## src/rtl/imem_load_pkg.sv

```systemverilog
// Shared constants for the instruction-memory load arbiter: FSM state
// encodings, loader framing sizes and the instruction fetched while held.
package imem_load_pkg;

  localparam int LEN_BYTES      = 2;
  localparam int BYTES_PER_WORD = 4;

  localparam logic [31:0] NOP_INSTR = 32'h0000_0000;

  typedef logic [2:0] state_t;

  localparam state_t ST_RUN    = 3'd0;
  localparam state_t ST_LEN_LO = 3'd1;
  localparam state_t ST_LEN_HI = 3'd2;
  localparam state_t ST_DATA   = 3'd3;
  localparam state_t ST_FINISH = 3'd4;

endpackage

```

## src/rtl/imem_load_arbiter_byte_word_assembler.sv

```systemverilog
// Packs a little-endian byte stream into 32-bit words. The completed word is
// presented combinationally in the same cycle as its last byte.
module byte_word_assembler
  import imem_load_pkg::*;
(
  input  logic        clock,
  input  logic        reset,
  input  logic        clear,
  input  logic        rx_valid,
  input  logic [7:0]  rx_byte,
  output logic [31:0] word,
  output logic        word_valid
);

  logic [1:0]  lane;
  logic [23:0] shift;

  always_ff @(posedge clock) begin
    if (reset || clear) begin
      lane  <= 2'd0;
      shift <= 24'd0;
    end else if (rx_valid) begin
      lane  <= lane + 2'd1;
      shift <= {rx_byte, shift[23:8]};
    end
  end

  // The oldest byte has drifted to the bottom, so byte k lands in bits [8k+7:8k].
  assign word       = {rx_byte, shift};
  assign word_valid = rx_valid && (lane == 2'(BYTES_PER_WORD - 1));

endmodule

```

## src/rtl/imem_load_arbiter.sv

```systemverilog
// Shares the instruction memory between fetch (run mode) and a UART loader
// that writes a length-prefixed byte stream from word 0 upward.
module imem_load_arbiter
  import imem_load_pkg::*;
#(
  parameter int ADDR_W  = 14,
  parameter int TIMEOUT = 1_000_000
) (
  input  logic              clock,
  input  logic              reset,
  input  logic              load_start,
  input  logic              rx_valid,
  input  logic [7:0]        rx_byte,
  input  logic [ADDR_W-1:0] fetch_addr,
  input  logic [31:0]       mem_rdata,
  output logic [ADDR_W-1:0] mem_addr,
  output logic [31:0]       mem_wdata,
  output logic              mem_we,
  output logic [31:0]       instr,
  output logic              cpu_hold,
  output logic              load_done,
  output logic              load_err,
  output logic [ADDR_W:0]   words_loaded
);

  localparam int LEN_W  = 8 * LEN_BYTES;
  localparam int IDLE_W = $clog2(TIMEOUT + 1);

  state_t            state;
  logic [LEN_W-1:0]  len;
  logic [LEN_W-1:0]  len_rx;
  logic [IDLE_W-1:0] idle_cnt;
  logic              receiving;
  logic              idle_expired;
  logic              last_word;
  logic              in_data;
  logic [31:0]       word;
  logic              word_valid;

  assign in_data      = (state == ST_DATA);
  assign receiving    = (state == ST_LEN_LO) || (state == ST_LEN_HI) || in_data;
  assign idle_expired = receiving && !rx_valid && (idle_cnt == IDLE_W'(TIMEOUT - 1));
  assign len_rx       = {rx_byte, len[7:0]};
  assign last_word    = (32'(words_loaded) + 32'd1) == 32'(len);

  // Leaving DATA for any reason drops a partially assembled word.
  byte_word_assembler u_asm (
    .clock      (clock),
    .reset      (reset),
    .clear      (!in_data),
    .rx_valid   (rx_valid && in_data),
    .rx_byte    (rx_byte),
    .word       (word),
    .word_valid (word_valid)
  );

  always_ff @(posedge clock) begin
    if (reset) begin
      state        <= ST_RUN;
      len          <= '0;
      idle_cnt     <= '0;
      words_loaded <= '0;
      mem_wdata    <= 32'd0;
      mem_we       <= 1'b0;
      load_err     <= 1'b0;
    end else begin
      mem_we   <= word_valid;
      load_err <= 1'b0;
      if (word_valid) mem_wdata <= word;
      if (mem_we) words_loaded <= words_loaded + 1'b1;

      if (!receiving || rx_valid) idle_cnt <= '0;
      else                        idle_cnt <= idle_cnt + 1'b1;

      if (idle_expired) begin
        state    <= ST_RUN;
        load_err <= 1'b1;
      end else begin
        case (state)
          ST_RUN: begin
            if (load_start) begin
              state        <= ST_LEN_LO;
              words_loaded <= '0;
            end
          end
          ST_LEN_LO: begin
            if (rx_valid) begin
              len[7:0] <= rx_byte;
              state    <= ST_LEN_HI;
            end
          end
          ST_LEN_HI: begin
            if (rx_valid) begin
              len <= len_rx;
              // Capping N at the memory depth is what keeps the write index from wrapping.
              if (32'(len_rx) > (32'd1 << ADDR_W)) begin
                state    <= ST_RUN;
                load_err <= 1'b1;
              end else if (len_rx == '0) begin
                state <= ST_FINISH;
              end else begin
                state <= ST_DATA;
              end
            end
          end
          ST_DATA: begin
            if (mem_we && last_word) state <= ST_FINISH;
          end
          ST_FINISH: state <= ST_RUN;
          default:   state <= ST_RUN;
        endcase
      end
    end
  end

  assign cpu_hold  = (state != ST_RUN);
  assign load_done = (state == ST_FINISH);
  assign mem_addr  = cpu_hold ? words_loaded[ADDR_W-1:0] : fetch_addr;
  assign instr     = cpu_hold ? NOP_INSTR : mem_rdata;

endmodule

```

## config.mk

```make
export PLATFORM = sky130hd
export DESIGN_NAME = imem_load_arbiter
export DESIGN_NICKNAME = d
export VERILOG_FILES = /design/src/rtl/imem_load_pkg.sv /design/src/rtl/imem_load_arbiter_byte_word_assembler.sv /design/src/rtl/imem_load_arbiter.sv
export SDC_FILE = /design/constraint.sdc
export NUM_CORES = 1
export LEC_CHECK = 0
export ABC_AREA = 1
export ABC_CLOCK_PERIOD_IN_PS = 5350
export BUFFER_PORTS_ARGS = -buffer_cell sky130_fd_sc_hd__buf_4
export CORE_MARGIN = 2
export CORE_UTILIZATION = 50
export CTS_BUF_LIST = sky130_fd_sc_hd__clkbuf_4
export CTS_CLUSTER_SIZE = 28
export DETAILED_ROUTE_END_ITERATION = 8
export GPL_ROUTABILITY_DRIVEN = 1
export HOLD_SLACK_MARGIN = 0.05
export PLACE_DENSITY_LB_ADDON = 0.12
export SYNTH_ARGS = -nofsm -noshare
export SYNTH_HDL_FRONTEND = slang
export SYNTH_HIERARCHICAL = 1
export SYNTH_SLANG_ARGS = --single-unit
```

## constraint.sdc

```tcl
create_clock -name clock -period 5.35 [get_ports clock]
set_clock_uncertainty 0.15 [all_clocks]
set_input_delay 0.8025 -clock clock [delete_from_list [all_inputs] [get_ports clock]]
set_output_delay 0.8025 -clock clock [all_outputs]
set_load 0.03 [all_outputs]
```

==> key figures, run 1 <==
Run status
  – Outcome: finished, final reports clean

Routing
  – DRC violation total after the first TritonRoute iteration: 405
  – Detailed Routing Iterations Pass 1: 5
  – Post-DRT Antenna Nets: 0
  – Per-cell routed wire length: 12.4 um
  – Routed WL: 14300 um
  – DRC: 0
  – Total number of vias: 5502
  – Via/cell ratio: 4.78

Logic synthesis
  – Sequential area share after synthesis: 40.8%
  – Leading area contributor after synthesis: dfxtp_1
  – Yosys cell types: 34
  – Area of the mapped netlist: 5600 sq um
  – Mapped Nets: 923
  – Mapped Cells: 862
  – Top-area cell type share of the netlist area: 40.8%
  – Largest cells by area after synthesis: dfxtp_1 41%, nor2_1 14%, nand2_1 11%
  – Synth warn: 6
  – Synthesis-stage register bit count: 114
  – Avg Cell Area, Syn: 6.49 sq um

Setup path
  – Slowest CP cell: clkinv_1
  – RR Startpoint: state[1]
  – Crit path DAT: 3320 ps
  – Worst r2r dst: state[1]
  – CP dominant cell by count: nor2_1
  – Crit path kind: reg -> out
  – Worst Path Buf+Inv: 3
  – Max incr delay on CP: 1000 ps
  – Reg2reg setup slack: 1860 ps
  – Worst EP required: 4400 ps
  – Cell family with most CP delay: buffers and inverters
  – Worst r2r path cells: 10
  – Critical path capture point type: primary output
  – Worst-path maximum fanout: 36
  – Crit-path cells: nor2_1 -> inv_1 -> nor2_2 -> clkinv_1 -> nor2_1 -> buf_4
  – Setup crit start kind: register

Clock tree
  – CTS sink count: 114
  – CTS Buf Count: 17
  – Skew-Pair Late Insertion Delay: 510 ps
  – Clock Path Buffers: 2
  – Hold Buf Count CTS: 0
  – TritonCTS clock tree: yes
  – Setup Fix Bufs, Post-CTS: 0
  – Cells resized by post-CTS repair: 0
  – Clock Pin Slew Worst Setup and Hold Paths: 100 ps
  – CTS H-Tree Depth: 4
  – Clk Tree Root Cell: clkbuf_4

Floorplanning
  – Full die area: 12100 sq um
  – Initial Utilization: 51.4%
  – Die width: 110 um
  – Row count: 38
  – # IOs: 155
  – Core footprint: 10900 sq um
  – Vert. Die Dim: 110 um

Global routing
  – Vias in the first global route: 4836
  – Largest net degree at the start of global routing: 54
  – Initial antenna violation count: 0
  – GR Overflow Total: 0
  – First-pass GRT wire length: 22600 um
  – Tot GR Track Use: 24.1%

STA
  – RSZ-0062 raised after global routing: false
  – Final WS setup: 1080 ps
  – Max_slew headroom: 34.0%
  – Worst-margin pin slew: 989 ps
  – Final setup TNS: 0 ps
  – Worst hold margin: 302 ps
  – Final Setup Violations: 0
  – Slew Limit Fails: 0
  – Final hold vios: 0
  – Minimum clock period: 4270 ps
  – Period utilization: 79.9%
  – Max Freq: 234 MHz

Pwr
  – Pwr per Cell Area: 384 nW/um^2
  – Maximum vdd drop: 0.000236 V
  – Total power: 2.73 mW
  – Cell leakage power: 3.20 nW

Finish
  – Area delta synth->final: 27.0%
  – Final instance area: 7110 sq um
  – Final nets: 1059
  – Ratio of cells with drive above 1 in the final layout: 19.9%
  – Most common cell after layout, fill and taps aside: nor2_1
  – Ant. Diodes: 0
  – Most frequent cells in the layout: 210 x nor2_1, 160 x nand2_1, 158 x buf_4, 127 x inv_1, 114 x dfxtp_1

Flow run
  – Max Cap Violations: 0

Min path
  – Hold Crit Depth: 1
  – HP Start: idle_cnt[0]
  – HP Class: reg -> reg
  – End of the worst hold path: idle_cnt[0]

Placed design
  – Gpl congestion: 0.869
  – # port buffers: 154
  – Post-place setup slack: 1660 ps
  – Cell Area, Placed: 6740 sq um
  – Dpl hpwl: 10600 um
==> Yosys cell counts <==
cell type and count:
nor2_1 212, nor2_4 3, a211oi_1 10, buf_6 3
and2_1 1, inv_1 127, nor2_2 4, dfxtp_1 114
xor2_1 7, o21ai_0 71, or2_2 2, nor3b_1 1
o22ai_1 1, a31oi_1 2, o211a_1 1, clkbuf_1 20
nand2_1 160, clkinv_1 1, nand3_1 32, nor3_1 9
buf_4 12, a21oi_1 31, nor4_1 6, xnor3_1 1
a311oi_1 2, or2_0 2, buf_2 3, nand2_2 1
nand4_1 13, o21ai_1 1, xnor2_1 2, nand3b_1 1
ha_1 3, buf_1 3
==> cell type report <==
class                      instances  area [sq um]
multi-input combinational        579          2620
inverter                         128           480
fill                            1012          3780
clock inverter                    15           239
sequential                       114          2280
tap                              140           175
timing repair buffer             158          1190
clock buffer                      17           128
==> worst max-delay path by stage <==
stage / startpoint / to / slack (ps) / cells past startpoint
2_1_floorplan: state[1] / instr[22] / 2800 / 6
3_3_place_gp: state[1] / instr[19] / 1810 / 6
3_5_place_dp: state[1] / instr[7] / 1660 / 6
4_1_cts: state[1] / instr[7] / 1030 / 6
5_1_grt: state[1] / instr[24] / 620 / 6
6_report: state[1] / instr[4] / 1080 / 6
==> kinds of logic after synthesis <==
logic type | share of synthesized area [%]
AOI/OAI and AO/OA | 11.4
and+or+nand+nor | 32.7
DFF | 40.8
buffers and inverters | 12.6
xor gates and xnor gates | 1.81
adders and majority gates | 0.671
==> per-layer routing <==
| metal | vias up | part of all wire, % | track usage [%] |
|---|---|---|---|
| met2 | 163 | 47 | 41.4 |
| met1 | 2363 | 44 | 28.6 |
| met4 | 0 | 1.8 | 9.49 |
| met5 | - | 0 | 0 |
| li1 | 2957 | - | - |
| met3 | 19 | 7.2 | 6.40 |
==> through the flow <==
stage               util [%]  cells
floorplan                  -    862
global placement        61.9   1119
finish                  65.3   1151
CTS                     65.3   1151
detailed placement      61.9   1119
global route            65.3   1151
==> worst register-to-register path: stages, from the launching register on <==
cell	delay (ps)
dfxtp_1	360
nor2_1	140
inv_1	80
nor2_2	690
clkinv_1	1000
o21ai_0	590
inv_1	150
nor2_1	110
nor2_1	50
nand2_1	50
inv_1	30
==> flip-flops by register name, indices dropped and copies added (netlist names) <==
| name | count |
|---|---|
| mem_we | 1 |
| words_loaded | 15 |
| idle_cnt | 20 |
| len | 16 |
| u_asm/lane | 2 |
| state | 3 |
| u_asm/shift | 24 |
| load_err | 1 |
| mem_wdata | 32 |
==> where the power goes <==
group | switching, mW | internal, mW
logic | 0.686 | 0.338
clock network | 0.337 | 0.460
registers | 0.0257 | 0.886
total | 1.05 | 1.68
No activity file was read; power rests on OpenSTA's default activity.
==> run 2: changes to the inputs <==
--- a/config.mk
+++ b/config.mk
@@ -5,11 +5,11 @@
 export SDC_FILE = /design/constraint.sdc
 export NUM_CORES = 1
 export LEC_CHECK = 0
-export ABC_AREA = 1
-export ABC_CLOCK_PERIOD_IN_PS = 5350
+export ABC_AREA = 0
+export ABC_CLOCK_PERIOD_IN_PS = 3530
 export BUFFER_PORTS_ARGS = -buffer_cell sky130_fd_sc_hd__buf_4
 export CORE_MARGIN = 2
-export CORE_UTILIZATION = 50
+export CORE_UTILIZATION = 49
 export CTS_BUF_LIST = sky130_fd_sc_hd__clkbuf_4
 export CTS_CLUSTER_SIZE = 28
 export DETAILED_ROUTE_END_ITERATION = 8
==> constraint.sdc (replaced) <==
create_clock -name clock -period 3.53 [get_ports clock]
set_clock_uncertainty 0.15 [all_clocks]
set_input_delay 0.5295 -clock clock [delete_from_list [all_inputs] [get_ports clock]]
set_output_delay 0.5295 -clock clock [all_outputs]
set_load 0.03 [all_outputs]
==> run 2 against run 1 <==
Net effect: combinational power fell by 55%; non-clock buffer count is 1 higher; wire length fell by 12%; flip-flop and latch count unchanged; register-to-register slack lost 910 ps; count of clock-buffer cells in the layout rose by 2; global-route usage shrank 3.0 points.
==> key figures, run 2 <==
Run status
  – Outcome: finished, final reports clean (unchanged)

Setup path
  – Crit path kind: reg -> out (unchanged)
  – Reg2reg setup slack: 950 ps (was 1860 ps)
  – Worst EP required: 2850 ps (was 4400 ps)
  – Worst setup path start: state[0] (was state[1])
  – Critical path capture point type: primary output (unchanged)
  – Crit path DAT: 2060 ps (was 3320 ps)
  – Worst-path maximum fanout: 50 (was 36)
  – RR Startpoint: words_loaded[0] (was state[1])
  – Setup crit start kind: register (unchanged)

Min path
  – HP Class: in -> reg (was reg -> reg)
  – HP Start: rx_byte[2] (was idle_cnt[0])

Floorplanning
  – Core footprint: 10800 sq um (was 10900 sq um)
  – Row count: 38 (unchanged)
  – Initial Utilization: 50.4% (was 51.4%)
  – Vert. Die Dim: 110 um (about the same)
  – Die width: 110 um (about the same)
  – # IOs: 155 (unchanged)
  – Full die area: 12000 sq um (was 12100 sq um)

Global routing
  – Vias in the first global route: 4311 (was 4836)
  – GRT met2 Usage: 34.3% (was 41.4%)
  – Most Crowded Layer GR: met2 (unchanged)
  – Initial antenna violation count: 0 (unchanged)
  – Met3 Track Usage GR: 6.05% (was 6.40%)
  – Largest net degree at the start of global routing: 55 (was 54)
  – GR Overflow Total: 0 (unchanged)
  – Met1 usage: 25.7% (was 28.6%)
  – First-pass GRT wire length: 20000 um (was 22600 um)
  – Tot GR Track Use: 21.2% (was 24.1%)

Pwr
  – Clk pwr share: 37.0% (was 29.2%)
  – Register share of total power: 46.6% (was 33.4%)
  – Net Sw Frac: 26.9% (was 38.4%)
  – Internal power: 2.06 mW (was 1.68 mW)
  – Total power: 2.81 mW (was 2.73 mW)
  – Pwr per Cell Area: 410 nW/um^2 (was 384 nW/um^2)
  – Cell leakage power: 2.66 nW (was 3.20 nW)
  – Maximum vdd drop: 0.000263 V (was 0.000236 V)
  – Comb power frac: 16.4% (was 37.5%)
  – P_sw: 0.755 mW (was 1.05 mW)

Clock tree
  – Cells resized by post-CTS repair: 0 (unchanged)
  – Hold Buf Count CTS: 0 (unchanged)
  – Setup Fix Bufs, Post-CTS: 0 (unchanged)
  – Clock Pin Slew Worst Setup and Hold Paths: 100 ps (about the same)
  – TritonCTS clock tree: yes (unchanged)
  – Clk Tree Root Cell: clkbuf_4 (unchanged)
  – CTS Buf Count: 17 (unchanged)
  – Skew-Pair Late Insertion Delay: 490 ps (was 510 ps)
  – CTS H-Tree Depth: 4 (unchanged)
  – Clock Path Buffers: 2 (unchanged)
  – CTS sink count: 114 (unchanged)

Finish
  – Most common cell after layout, fill and taps aside: buf_4 (was nor2_1)
  – Most frequent cells in the layout: 159 x buf_4, 114 x dfxtp_1, 109 x nor2_1, 67 x mux2i_1, 40 x nand2_1 (was 210 x nor2_1, 160 x nand2_1, 158 x buf_4, 127 x inv_1, 114 x dfxtp_1)
  – Ant. Diodes: 0 (unchanged)
  – Area delta synth->final: 25.7% (was 27.0%)
  – Final nets: 799 (was 1059)
  – Ratio of cells with drive above 1 in the final layout: 28.8% (was 19.9%)
  – Register area: 2280 sq um (unchanged)
  – FILL cells: 936 (was 1012)
  – Multi-input logic area: 2870 sq um (was 2620 sq um)
  – Max reg flops: 32 (unchanged)
  – Layout Cells excl Fill: 889 (was 1151)
  – Fin util: 63.3% (was 65.3%)
  – Top flop regs: mem_wdata (32), u_asm/shift (24), idle_cnt (20) (unchanged)
  – Most flop-heavy register: mem_wdata (unchanged)

STA
  – Slew Limit Fails: 0 (unchanged)
  – Worst-margin pin slew: 909 ps (was 989 ps)
  – Worst hold margin: 161 ps (was 302 ps)
  – RSZ-0062 raised after global routing: false (unchanged)
  – Max Freq: 365 MHz
  – Final hold vios: 0 (unchanged)
  – Max_slew headroom: 39.4% (was 34.0%)
  – Final Setup Violations: 0 (unchanged)
  – Minimum clock period: 2740 ps
  – Period utilization: 77.6%
  – Final setup TNS: 0 ps (unchanged)

Flow run
  – Max Cap Violations: 0 (unchanged)

Logic synthesis
  – Synthesis-stage register bit count: 114 (unchanged)
  – Area of the mapped netlist: 5460 sq um (was 5600 sq um)
  – Largest cells by area after synthesis: dfxtp_1 42%, mux2i_1 12%, nor2_1 7.5% (was dfxtp_1 41%, nor2_1 14%, nand2_1 11%)
  – EDFF count, synth: 0 (unchanged)
  – Top-area cell type share of the netlist area: 41.8% (was 40.8%)
  – Synth cell count leaders: 114 x dfxtp_1, 109 x nor2_1, 67 x mux2i_1, 40 x nand2_1, 36 x and2_1 (was 212 x nor2_1, 160 x nand2_1, 127 x inv_1, 114 x dfxtp_1, 71 x o21ai_0)
  – Top-count cell post-synth: dfxtp_1 (was nor2_1)
  – Synth warn: 6 (unchanged)
  – Mapped Nets: 663 (was 923)
  – Yosys cell types: 53 (was 34)
  – Ys async rst share: 0% (unchanged)
  – Leading area contributor after synthesis: dfxtp_1 (unchanged)
  – Mapped Cells: 602 (was 862)
  – Leading register cell type out of synthesis: dfxtp_1 (unchanged)
  – Sequential area share after synthesis: 41.8% (was 40.8%)
  – Avg Cell Area, Syn: 9.07 sq um (was 6.49 sq um)

Routing
  – Detailed Routing Iterations Pass 1: 4 (was 5)
  – Post-DRT Antenna Nets: 0 (unchanged)
  – DRC violation total after the first TritonRoute iteration: 132 (was 405)
  – Routed WL: 12600 um (was 14300 um)
  – Per-cell routed wire length: 14.1 um (was 12.4 um)
  – Total number of vias: 4649 (was 5502)
  – DRC: 0 (unchanged)
  – Via/cell ratio: 5.23 (was 4.78)

Placed design
  – Gpl congestion: 0.828 (was 0.869)
  – Dpl hpwl: 9050 um (was 10600 um)
  – # port buffers: 154 (unchanged)
  – DP Cell Count: 859 (was 1119)
## run 2: kinds of logic (layout without fill, tap and decap cells)
family                     count (synthesis)  count (layout)  synth area share [%]
buffers and inverters                     50             197                  5.68
AOI/OAI and AO/OA                         53              53                  6.44
xor gates and xnor gates                  43              43                  6.90
DFF                                      114             114                  41.8
and+or+nand+nor                          260             260                  23.7
muxes                                     79              79                  14.8
adders and majority gates                  3               3                 0.688
## run 2: layout make-up
cell class / instances / share of cell area (%)
Clock buffer: 19 / 2.08
Clock inverter: 11 / 2.39
Inverter: 8 / 0.438
Timing Repair Buffer: 159 / 17.4
Multi-Input combinational cell: 438 / 41.9
Tap cell: 140 / 2.55
Sequential cell: 114 / 33.3
## run 2: final timing paths
path | endpoint | cells past startpoint
worst max register to register | state[0] | 8
worst min-delay path | len[10] | 3
worst min register to register | len[12] | 2
worst max-delay path | mem_addr[6] | 4
## run 2: per-layer routing
metal / vias up / wire length [um]
li1: 2320 / -
met1: 2145 / 5360
met3: 33 / 845
met2: 151 / 6000
met5: - / 0
met4: 0 / 342
## run 2: worst max-delay path: stages, from the launching register on
cell and delay [ps]:
dfxtp_1 430, nor3_2 190, buf_4 380, mux2_2 380
buf_4 170
## run 2: through the flow
step / setup slack (ps) / instance area (sq um)
2_1_floorplan: 1030 / 5460
3_3_place_gp: 1050 / 6560
3_5_place_dp: 978 / 6560
6_report: 792 / 6860
5_1_grt: 640 / 6860
4_1_cts: 738 / 6860
## run 2: power by group through the flow
stage	Sequential, mW	Combinational (mW)	Clock (mW)
floorplan	1.33	0.298	0
global placement	1.34	0.457	0
detailed placement	1.34	0.464	0
CTS	1.31	0.465	1.07
global route	1.31	0.494	1.13
finish	1.31	0.460	1.04
==> run 3: changes to the inputs <==
--- a/config.mk
+++ b/config.mk
@@ -6,10 +6,10 @@
 export NUM_CORES = 1
 export LEC_CHECK = 0
 export ABC_AREA = 0
-export ABC_CLOCK_PERIOD_IN_PS = 3530
+export ABC_CLOCK_PERIOD_IN_PS = 2600
 export BUFFER_PORTS_ARGS = -buffer_cell sky130_fd_sc_hd__buf_4
 export CORE_MARGIN = 2
-export CORE_UTILIZATION = 49
+export CORE_UTILIZATION = 50
 export CTS_BUF_LIST = sky130_fd_sc_hd__clkbuf_4
 export CTS_CLUSTER_SIZE = 28
 export DETAILED_ROUTE_END_ITERATION = 8
==> constraint.sdc (replaced) <==
create_clock -name clock -period 2.6 [get_ports clock]
set_clock_uncertainty 0.15 [all_clocks]
set_input_delay 0.39 -clock clock [delete_from_list [all_inputs] [get_ports clock]]
set_output_delay 0.39 -clock clock [all_outputs]
set_load 0.03 [all_outputs]
==> run 3 against run 2 <==
Net effect: largest power group unchanged; final cell count increased by 2.0%; flip-flop and latch count unchanged; die area decreased by 1.9%; global-route usage increased by 1.2 points; critical path depth unchanged; highest routed layer unchanged; register-to-register slack got worse by 700 ps; setup slack got worse by 620 ps; via count increased by 0.62%.
==> key figures, run 3 (synthesized netlist as in run 2, its figures left out) <==
Global routing
  – Most Crowded Layer GR: met2 (unchanged)
  – First-pass GRT wire length: 20600 um (was 20000 um)
  – GR Overflow Total: 0 (unchanged)
  – Largest net degree at the start of global routing: 55 (unchanged)
  – Initial antenna violation count: 1 (was 0)
  – Met3 Track Usage GR: 7.23% (was 6.05%)
  – Tot GR Track Use: 22.4% (was 21.2%)
  – Met1 usage: 26.0% (was 25.7%)
  – GRT met2 Usage: 37.3% (was 34.3%)
  – Vias in the first global route: 4394 (was 4311)

Placed design
  – # port buffers: 154 (unchanged)
  – Cell Area, Placed: 6600 sq um (was 6560 sq um)
  – Dpl hpwl: 8980 um (was 9050 um)
  – Gpl congestion: 0.839 (was 0.828)
  – DP Cell Count: 863 (was 859)

Setup path
  – Crit-path cells: nor3_4 -> clkbuf_16 -> mux2_2 -> buf_4 (was nor3_2 -> buf_4 -> mux2_2 -> buf_4)
  – RR Startpoint: words_loaded[2] (was words_loaded[0])
  – Worst setup path start: state[0] (unchanged)
  – Setup crit start kind: register (unchanged)
  – Crit path DAT: 1890 ps (was 2060 ps)
  – Worst r2r path cells: 7 (was 8)
  – Reg2reg setup slack: 250 ps (was 950 ps)
  – Worst-path maximum fanout: 23 (was 50)
  – Critical path capture point type: primary output (unchanged)
  – Slowest CP cell: dfxtp_1 (unchanged)
  – Max incr delay on CP: 430 ps (about the same)
  – Crit path kind: reg -> out (unchanged)
  – Setup crit end: mem_addr[10] (was mem_addr[6])
  – Worst EP required: 2060 ps (was 2850 ps)
  – Worst r2r dst: state[0] (unchanged)

Finish
  – Final nets: 814 (was 799)
  – Most frequent cells in the layout: 162 x buf_4, 111 x dfxtp_1, 109 x nor2_1, 67 x mux2i_1, 40 x nand2_1 (was 159 x buf_4, 114 x dfxtp_1, 109 x nor2_1, 67 x mux2i_1, 40 x nand2_1)
  – Most common cell after layout, fill and taps aside: buf_4 (unchanged)
  – FILL cells: 908 (was 936)
  – Top flop regs: mem_wdata (32), u_asm/shift (24), idle_cnt (20) (unchanged)
  – Ratio of cells with drive above 1 in the final layout: 29.0% (was 28.8%)
  – Layout Cells excl Fill: 907 (was 889)
  – Most flop-heavy register: mem_wdata (unchanged)
  – Area delta synth->final: 28.0% (was 25.7%)
  – Final instance area: 6990 sq um (was 6860 sq um)
  – Max reg flops: 32 (unchanged)

Routing
  – Routed WL: 12900 um (was 12600 um)
  – DRC: 0 (unchanged)
  – Via/cell ratio: 5.16 (was 5.23)
  – Total number of vias: 4678 (was 4649)
  – Detailed Routing Iterations Pass 1: 4 (unchanged)
  – Per-cell routed wire length: 14.2 um (was 14.1 um)
  – Post-DRT Antenna Nets: 0 (unchanged)
  – DRC violation total after the first TritonRoute iteration: 153 (was 132)

STA
  – RSZ-0062 raised after global routing: false (unchanged)
  – Final hold vios: 0 (unchanged)
  – Max_slew headroom: 53.8% (was 39.4%)
  – Minimum clock period: 2430 ps
  – Final Setup Violations: 0 (unchanged)
  – Max Freq: 411 MHz
  – Worst-margin pin slew: 687 ps (was 909 ps)
  – Final setup TNS: 0 ps (unchanged)
  – Period utilization: 93.5%
  – Slew Limit Fails: 0 (unchanged)

Clock tree
  – Clock Path Buffers: 2 (unchanged)
  – CTS Buf Count: 17 (unchanged)
  – CTS sink count: 114 (unchanged)
  – TritonCTS clock tree: yes (unchanged)
  – Clk Tree Root Cell: clkbuf_4 (unchanged)
  – CTS H-Tree Depth: 4 (unchanged)
  – Clock Pin Slew Worst Setup and Hold Paths: 100 ps (about the same)
  – Skew-Pair Late Insertion Delay: 520 ps (was 490 ps)

Floorplanning
  – # IOs: 155 (unchanged)
  – Initial Utilization: 50.8% (was 50.4%)
  – Full die area: 11800 sq um (was 12000 sq um)
  – Vert. Die Dim: 109 um (was 110 um)
  – Die width: 109 um (was 110 um)
  – Core footprint: 10700 sq um (was 10800 sq um)
  – Row count: 38 (unchanged)

Min path
  – HP Class: in -> reg (unchanged)
  – HP Start: rx_valid (was rx_byte[2])

Pwr
  – Total power: 3.64 mW (was 2.81 mW)
  – Cell leakage power: 2.72 nW (was 2.66 nW)
  – Maximum vdd drop: 0.000320 V (was 0.000263 V)
  – Pwr per Cell Area: 521 nW/um^2 (was 410 nW/um^2)

Run status
  – Outcome: finished, final reports clean (unchanged)

Flow run
  – Max Cap Violations: 0 (unchanged)
==> run 3: changes by cell type in the layout (fill, tap and decap cells not counted), moves of 2 or more <==
cell,before,now
clkbuf_4,19,17
bufinv_16,4,2
dlygate4sd3_1,0,9
buf_4,159,162
dfxtp_2,0,3
clkinv_1,1,6
clkinv_2,3,5
dfxtp_1,114,111
==> run 3: how the worst min path moves through the flow <==
stage                              to  slack (ps)  depth (start not counted)
final                        state[0]         150                          3
after global routing         state[0]         120                          3
after CTS                    state[0]         100                          3
after detailed placement      len[10]         310                          2
after global placement        len[12]         310                          2
after floorplan           idle_cnt[0]         290                          1
==> run 3: what timing repair did <==
item	in CTS	in global routing
endpoints found under the hold margin	33	0
setup endpoints to repair	12	15
pin swaps	0	1
setup buffers	0	1
hold buffers	9	0
cloned	0	1
gates resized for setup	1	8
==> run 3: critical path, delay by kind of cell, from the launching register on <==
kind          cells  cell delay, ps
flops             1             430
buf+inv           2             390
mux               1             340
simple gates      1             210
==> run 3: through the flow <==
stage / hold slack (ps) / worst slack, ps / util, %
global placement: 309 / 270 / 61.4
finish: 154 / 169 / 65.0
CTS: 98.0 / 17.4 / 64.6
global route: 122 / 4.88 / 65.0
detailed placement: 313 / 198 / 61.4
floorplan: 291 / 96.2 / -
==> run 3: where the power goes <==
group	total [mW]	switching, mW	leakage, nW	internal, mW
logic	0.665	0.371	1.66	0.294
clock network	1.20	0.656	0.140	0.542
registers	1.78	0.0210	0.921	1.76
total	3.64	1.05	2.72	2.60
==> run 3: layer usage <==
metal / up-vias / share of wire, %
met2: 160 / 48
li1: 2354 / -
met3: 35 / 7.4
met5: - / 0
met4: 0 / 3.1
met1: 2129 / 42
==> run 3: layout make-up <==
type / count / area (sq um) / share of cell area (%)
Antenna cell: 1 / 2.50 / 0.0358
Clock buffer: 17 / 128 / 1.83
Clock inverter: 15 / 124 / 1.77
Inverter: 8 / 30.0 / 0.430
Multi-Input combinational cell: 438 / 2880 / 41.2
Sequential cell: 114 / 2290 / 32.7
Tap cell: 140 / 175 / 2.51
Timing Repair Buffer: 174 / 1360 / 19.5
